==> config.mk <==
export PLATFORM = sky130hd
export DESIGN_NAME = five_bit_xor
export DESIGN_NICKNAME = d
export VERILOG_FILES = /design/src/rtl/five_bit_xor_pkg.sv /design/src/rtl/xor_1bit.sv /design/src/rtl/five_bit_xor.sv
export SDC_FILE = /design/constraint.sdc
export NUM_CORES = 1
export LEC_CHECK = 0
export BUFFER_PORTS_ARGS = -buffer_cell sky130_fd_sc_hd__buf_2
export CAP_MARGIN = 25
export CORE_AREA = 2 2 39 41
export CTS_BUF_LIST = sky130_fd_sc_hd__clkbuf_4 sky130_fd_sc_hd__clkbuf_8
export CTS_CLUSTER_SIZE = 20
export DETAILED_ROUTE_END_ITERATION = 12
export DIE_AREA = 0 0 41 43
export PLACE_DENSITY = 0.71
export SLEW_MARGIN = 40
export SYNTH_ARGS = -nofsm -noshare
export SYNTH_HDL_FRONTEND = slang
export SYNTH_HIERARCHICAL = 1
export SYNTH_SLANG_ARGS = --single-unit
==> constraint.sdc <==
create_clock -name clk -period 1.5 [get_ports clk]
set_input_delay 0.15 -clock clk [delete_from_list [all_inputs] [get_ports clk]]
set_output_delay 0.15 -clock clk [all_outputs]
set_load 0.01 [all_outputs]
==> src/rtl/five_bit_xor_pkg.sv <==
// Shared widths for the five-bit XOR datapath and its registered popcount.
package five_bit_xor_pkg;

    localparam int unsigned WIDTH     = 5;
    localparam int unsigned CNT_WIDTH = 3;

endpackage

==> src/rtl/xor_1bit.sv <==
// Single-bit XOR cell; five_bit_xor builds its combinational sum from these.
module xor_1bit (
    output logic out,
    input  logic in1,
    input  logic in2
);

    assign out = in1 ^ in2;

endmodule

==> src/rtl/five_bit_xor.sv <==
// Five-bit XOR with a combinational result and a registered copy carrying
// parity, equality and population-count flags.
module five_bit_xor
    import five_bit_xor_pkg::*;
#(
    parameter int unsigned WIDTH = five_bit_xor_pkg::WIDTH
) (
    input  logic                 clk,
    input  logic                 rst,
    input  logic [WIDTH-1:0]     a,
    input  logic [WIDTH-1:0]     b,
    input  logic                 in_valid,
    output logic [WIDTH-1:0]     sum,
    output logic [WIDTH-1:0]     sum_q,
    output logic                 out_valid,
    output logic                 parity_q,
    output logic                 equal_q,
    output logic [CNT_WIDTH-1:0] diff_cnt_q
);

    logic [CNT_WIDTH-1:0] diff_cnt_d;

    for (genvar i = 0; i < WIDTH; i++) begin : g_xor
        xor_1bit u_xor_1bit (
            .out (sum[i]),
            .in1 (a[i]),
            .in2 (b[i])
        );
    end

    // Three bits hold the maximum count of five without overflow.
    always_comb begin
        diff_cnt_d = '0;
        for (int i = 0; i < WIDTH; i++) begin
            diff_cnt_d = diff_cnt_d + {{(CNT_WIDTH-1){1'b0}}, sum[i]};
        end
    end

    always_ff @(posedge clk or posedge rst) begin
        if (rst) begin
            sum_q      <= '0;
            out_valid  <= 1'b0;
            parity_q   <= 1'b0;
            equal_q    <= 1'b1;
            diff_cnt_q <= '0;
        end else begin
            out_valid <= in_valid;
            if (in_valid) begin
                sum_q      <= sum;
                parity_q   <= diff_cnt_d[0];
                equal_q    <= (diff_cnt_d == '0);
                diff_cnt_q <= diff_cnt_d;
            end
        end
    end

endmodule

# Word level (Yosys, flattened, before mapping)
# Cells that the tools add are included.
[totals]
ff_bits = 11
latchBits = 0
mem_bits_rw = 0
mem_bits_ro = 0
input_bits = 13
out_inout_bits = 16
mem_count = 0
[op_classes]
add_sub_neg = 4
multipliers = 0
div = 0
magnitude_cmp = 0
n_eq_ne = 0
shift = 0
n_mux = 0
n_bitwise = 5
reduce_logical = 1
[op_table]
columns = ["op", "n"]
rows = [
  ["$add 3x1->3", 2],
  ["$xor 1x1->1", 5],
  ["$add 2x1->3", 1],
  ["$logic_not 3->1", 1],
  ["$add 1x1->2", 1],
]

# Longest topological paths before layout
[logic_depth]
ltp_word = 6
ltp_mapped = 6
mapped_depth_nobuf = 6

# Hierarchy
# The synthesis kept the hierarchy.
[by_module_without_submodules]
columns = ["module", "n_inst", "cells_each", "area_each_um2"]
rows = [
  ["five_bit_xor", 1, 26, 466.7],
  ["xor_1bit", 5, 1, 8.8],
]

# Worst setup path after synthesis
# OpenSTA, ideal clock, no wires.
[synth_path]
path_kind = "input -> register"
from = "input b[1]"
to = "register equal_q"
setup_ns = 0.082
t_arrival_ns = 1.930
setup_slack_ns = -0.512
cell_stages = 6
path_buffers = 0
cell_sequence = "xor2_1 fa_1 fa_1 ha_1 nor3_1 mux2_4"
[synth_via]
elab_chain_len = 6
[synth_lines]
columns = ["element", "line", "source"]
rows = [
  ["start, declared", "five_bit_xor.sv:11", "input logic [WIDTH-1:0] b,"],
  ["$xor 1x1->1", "xor_1bit.sv:8", "assign out = in1 ^ in2;"],
  ["$add 1x1->2", "five_bit_xor.sv:35", "diff_cnt_d = diff_cnt_d + {{(CNT_WIDTH-1){1'b0}}, sum[i]};"],
  ["$add 2x1->3", "five_bit_xor.sv:35", ""],
  ["$add 3x1->3 (2 in series)", "five_bit_xor.sv:35", ""],
  ["net diff_cnt_d[1]", "five_bit_xor.sv:21", "logic [CNT_WIDTH-1:0] diff_cnt_d;"],
  ["$logic_not 3->1", "five_bit_xor.sv:51", "equal_q <= (diff_cnt_d == '0);"],
  ["end signal, assigned", "five_bit_xor.sv:51", ""],
  ["end, declared", "five_bit_xor.sv:17", "output logic equal_q,"],
]
# The timed path passes the listed nets, and every way through them passes these cells.
# A chain may end at the register's enable or synchronous reset.

# Worst setup path in the final report
# Ends and elaborated chain as after synthesis.

==> flow_summary.toml <==
[outcome]
outcome = "finished, violations left"
failed_checks = "setup timing"

[critical_path]
cp-start-kind = "primary input"
endpoint_kind = "flip-flop"
crit_path_depth = 7
r2r_slack_ns = 0.73
critical_path.top_delay_family = "adder cells"
path_cells = "buf_8 > xor2_4 > fa_1 > fa_2 > ha_4 > nor3_2 > mux2_4"
critical_path.max_stage_delay_ns = 0.50
worst-path-buf-inv = 1
critPathSlowestCell = "fa_1"
critical_path_arrival_ns = 1.90
timing.critical_path.to = "equal_q$_DFFE_PP1P_"
top_fanout_value_on_the_critical_path = 2
ff2ff_path_depth = 1
timing.critical_path.required_ns = 1.68
crit_type = "in2reg"
critical_path.reg2reg.startpoint = "sum_q[1]$_DFFE_PP0P_"
rr_endpoint = "sum_q[1]$_DFFE_PP0P_"
setup.worst_path.start = "b[1]"

[routing]
routed_wire_length_per_instance_um = 12.2
drcViolationCount = 0
vias = 367
dr.pass1.iters = 1
vias_per_cell = 4.48
first_iter_violations = 0
totalWireLength_um = 999
postRouteAntennaNets = 0

[layout]
drive_above_1_share_pct = 78.8
final_common_cell = "buf_2"
syn2layout_area_growth_pct = 62.0
layout_common_cells = "buf_2, mux2_4, dfrtp_1"
fin_nets = 83
num_antenna_cells = 0
nFillCells = 107
final_design_area_no_fill_um2 = 827

[timing]
max_slew_margin_pct = 74.4
grt_setup_unrepaired = "yes"
final.period_utilization_pct = 114
final_period_minus_worst_setup_slack_ns = 1.72
final_max_slew_viol_count = 0
finalSetupViolations = 4
setup_slack_ns = -0.217
tightest_slew_ns = 0.383
finalHoldViolations = 0
fin_worst_skew_ns = 0
max_clock_freq_mhz = 583

[floorplan]
width_of_the_die_um = 41
die_area_um2 = 1760
io-pin-count = 29
die_height_um = 43
fp-row-count = 14
initial_core_util_pct = 36.9
core_area_um2 = 1380

[cts]
numCtsBuffers = 3
ctsHtreeMaxLevel = 1
tritoncts = "yes"
cts_sinks = 10
worstSkewPairLatency_ns = 0.25
post-cts-setup-buffers = 0
path_clk_slew_ns = 0.06
root_buffer = "clkbuf_4"
clk_path_buf_depth = 2

[synth]
yosysTopAreaCell = "dfrtp_1"
synthesis.area_um2 = 510
ys_seq_elements = 10
synth.net_count = 47
ys_warnings = 6
netlist.area_leader.share_pct = 44.1
synth.area.top_cells = "dfrtp_1, mux2_4, xor2_1, fa_1, dfstp_2"
synthesis.area_per_instance_um2 = 16.5
synth_cells = 31
yosys.cell_types.count = 10
synth_seq_area_share_pct = 49.3

[place]
place_area_um2 = 753
place.detailed.hpwl_um = 816
port-buffer-count = 28
routabilityCongestion = 0.646

[min_path]
worstHoldPathType = "in2reg"

[grt]
antenna_found_initial = 0
maximum_number_of_pins_on_one_net_before_global_route_repair = 11
global_route.overflow_total = 0
grt_pass1_vias = 330
globalRouteTotalUtil_pct = 13.7
grt_pass1_wl_mm = 1.51

[power]
power_w = 0.00101
static-leakage-power_nw = 0.415
power.density_nw_per_um2 = 1220
vdd.ir_drop.worst_mv = 0.543

[run]
drv.max_cap_violation_count = 0
==> routing by layer <==
metal	GRT usage [%]	vias to the layer above	part of all wire [%]
met1	18.9	172	41
met5	0	-	0
met4	6.00	0	0
met3	4.71	0	8.9
li1	-	174	-
met2	19.1	21	50
==> sequential cells by signal (all words and copies together), names as in the netlist <==
register    count
sum_q           5
out_valid       1
equal_q         1
diff_cnt_q      3
==> how the worst min path moves through the flow <==
stage               cells after the start                   endpoint      from  slack [ns]
finish                                  1        out_valid$_DFF_PP0_  in_valid        0.18
global route                            1        out_valid$_DFF_PP0_  in_valid        0.18
global placement                        2  diff_cnt_q[0]$_DFFE_PP0P_       rst        0.14
floorplan                               1  diff_cnt_q[0]$_DFFE_PP0P_       rst       -0.01
CTS                                     1        out_valid$_DFF_PP0_  in_valid        0.18
detailed placement                      2  diff_cnt_q[0]$_DFFE_PP0P_       rst        0.15
==> synthesized netlist by cell type <==
cell type / instances
ha_1: 1
inv_1: 1
buf_4: 1
dfrtp_1: 9
xor2_1: 5
mux2_4: 9
buf_6: 1
nor3_1: 1
fa_1: 2
dfstp_2: 1
==> kinds of logic (layout without fill, tap and decap cells) <==
kind of cell	Yosys count	count (layout)	share of synthesized area, %
muxes	9	9	26.5
DFF	10	10	49.3
and+or+nand+nor	1	1	0.979
adders and majority gates	3	3	10.3
xor gates and xnor gates	5	5	8.58
buffers and inverters	3	38	4.41
==> report_power, final <==
| part | total (W) | switching [W] | internal (W) | leakage, nW |
|---|---|---|---|---|
| combinational | 0.000426 | 0.000180 | 0.000246 | 0.279 |
| clock | 0.000206 | 0.0000854 | 0.000120 | 0.0184 |
| sequential | 0.000378 | 0.0000351 | 0.000343 | 0.117 |
==> through the flow <==
step	worst slack (ns)	util, %	hold WS, ns	setup TNS [ns]	instances
floorplan	-0.319	-	-0.0105	-1.04	31
global placement	-0.478	54.4	0.136	-1.69	77
detailed placement	-0.527	54.4	0.146	-1.77	77
CTS	-0.209	59.5	0.175	-0.570	82
global route	-0.247	59.8	0.176	-0.699	82
finish	-0.217	59.8	0.183	-0.589	82
==> what timing repair did <==
| item | in CTS | in global routing |
|---|---|---|
| gates cloned | 0 | 0 |
| hold buffers | 1 | 0 |
| pin swaps | 6 | 1 |
| resized for setup | 9 | 1 |
| setup endpoints to repair | 4 | 4 |
| endpoints found under the hold margin | 9 | 0 |
==> cell type report <==
cell class	instances	area, um^2	area share, %
clock buffers	4	30.0	3.63
inverters	1	3.75	0.454
multi-input cells	18	313	37.8
flip-flops and latches	10	251	30.4
well taps	16	20.0	2.42
repair buffers	33	209	25.3
(Power assumes the default switching activity.)
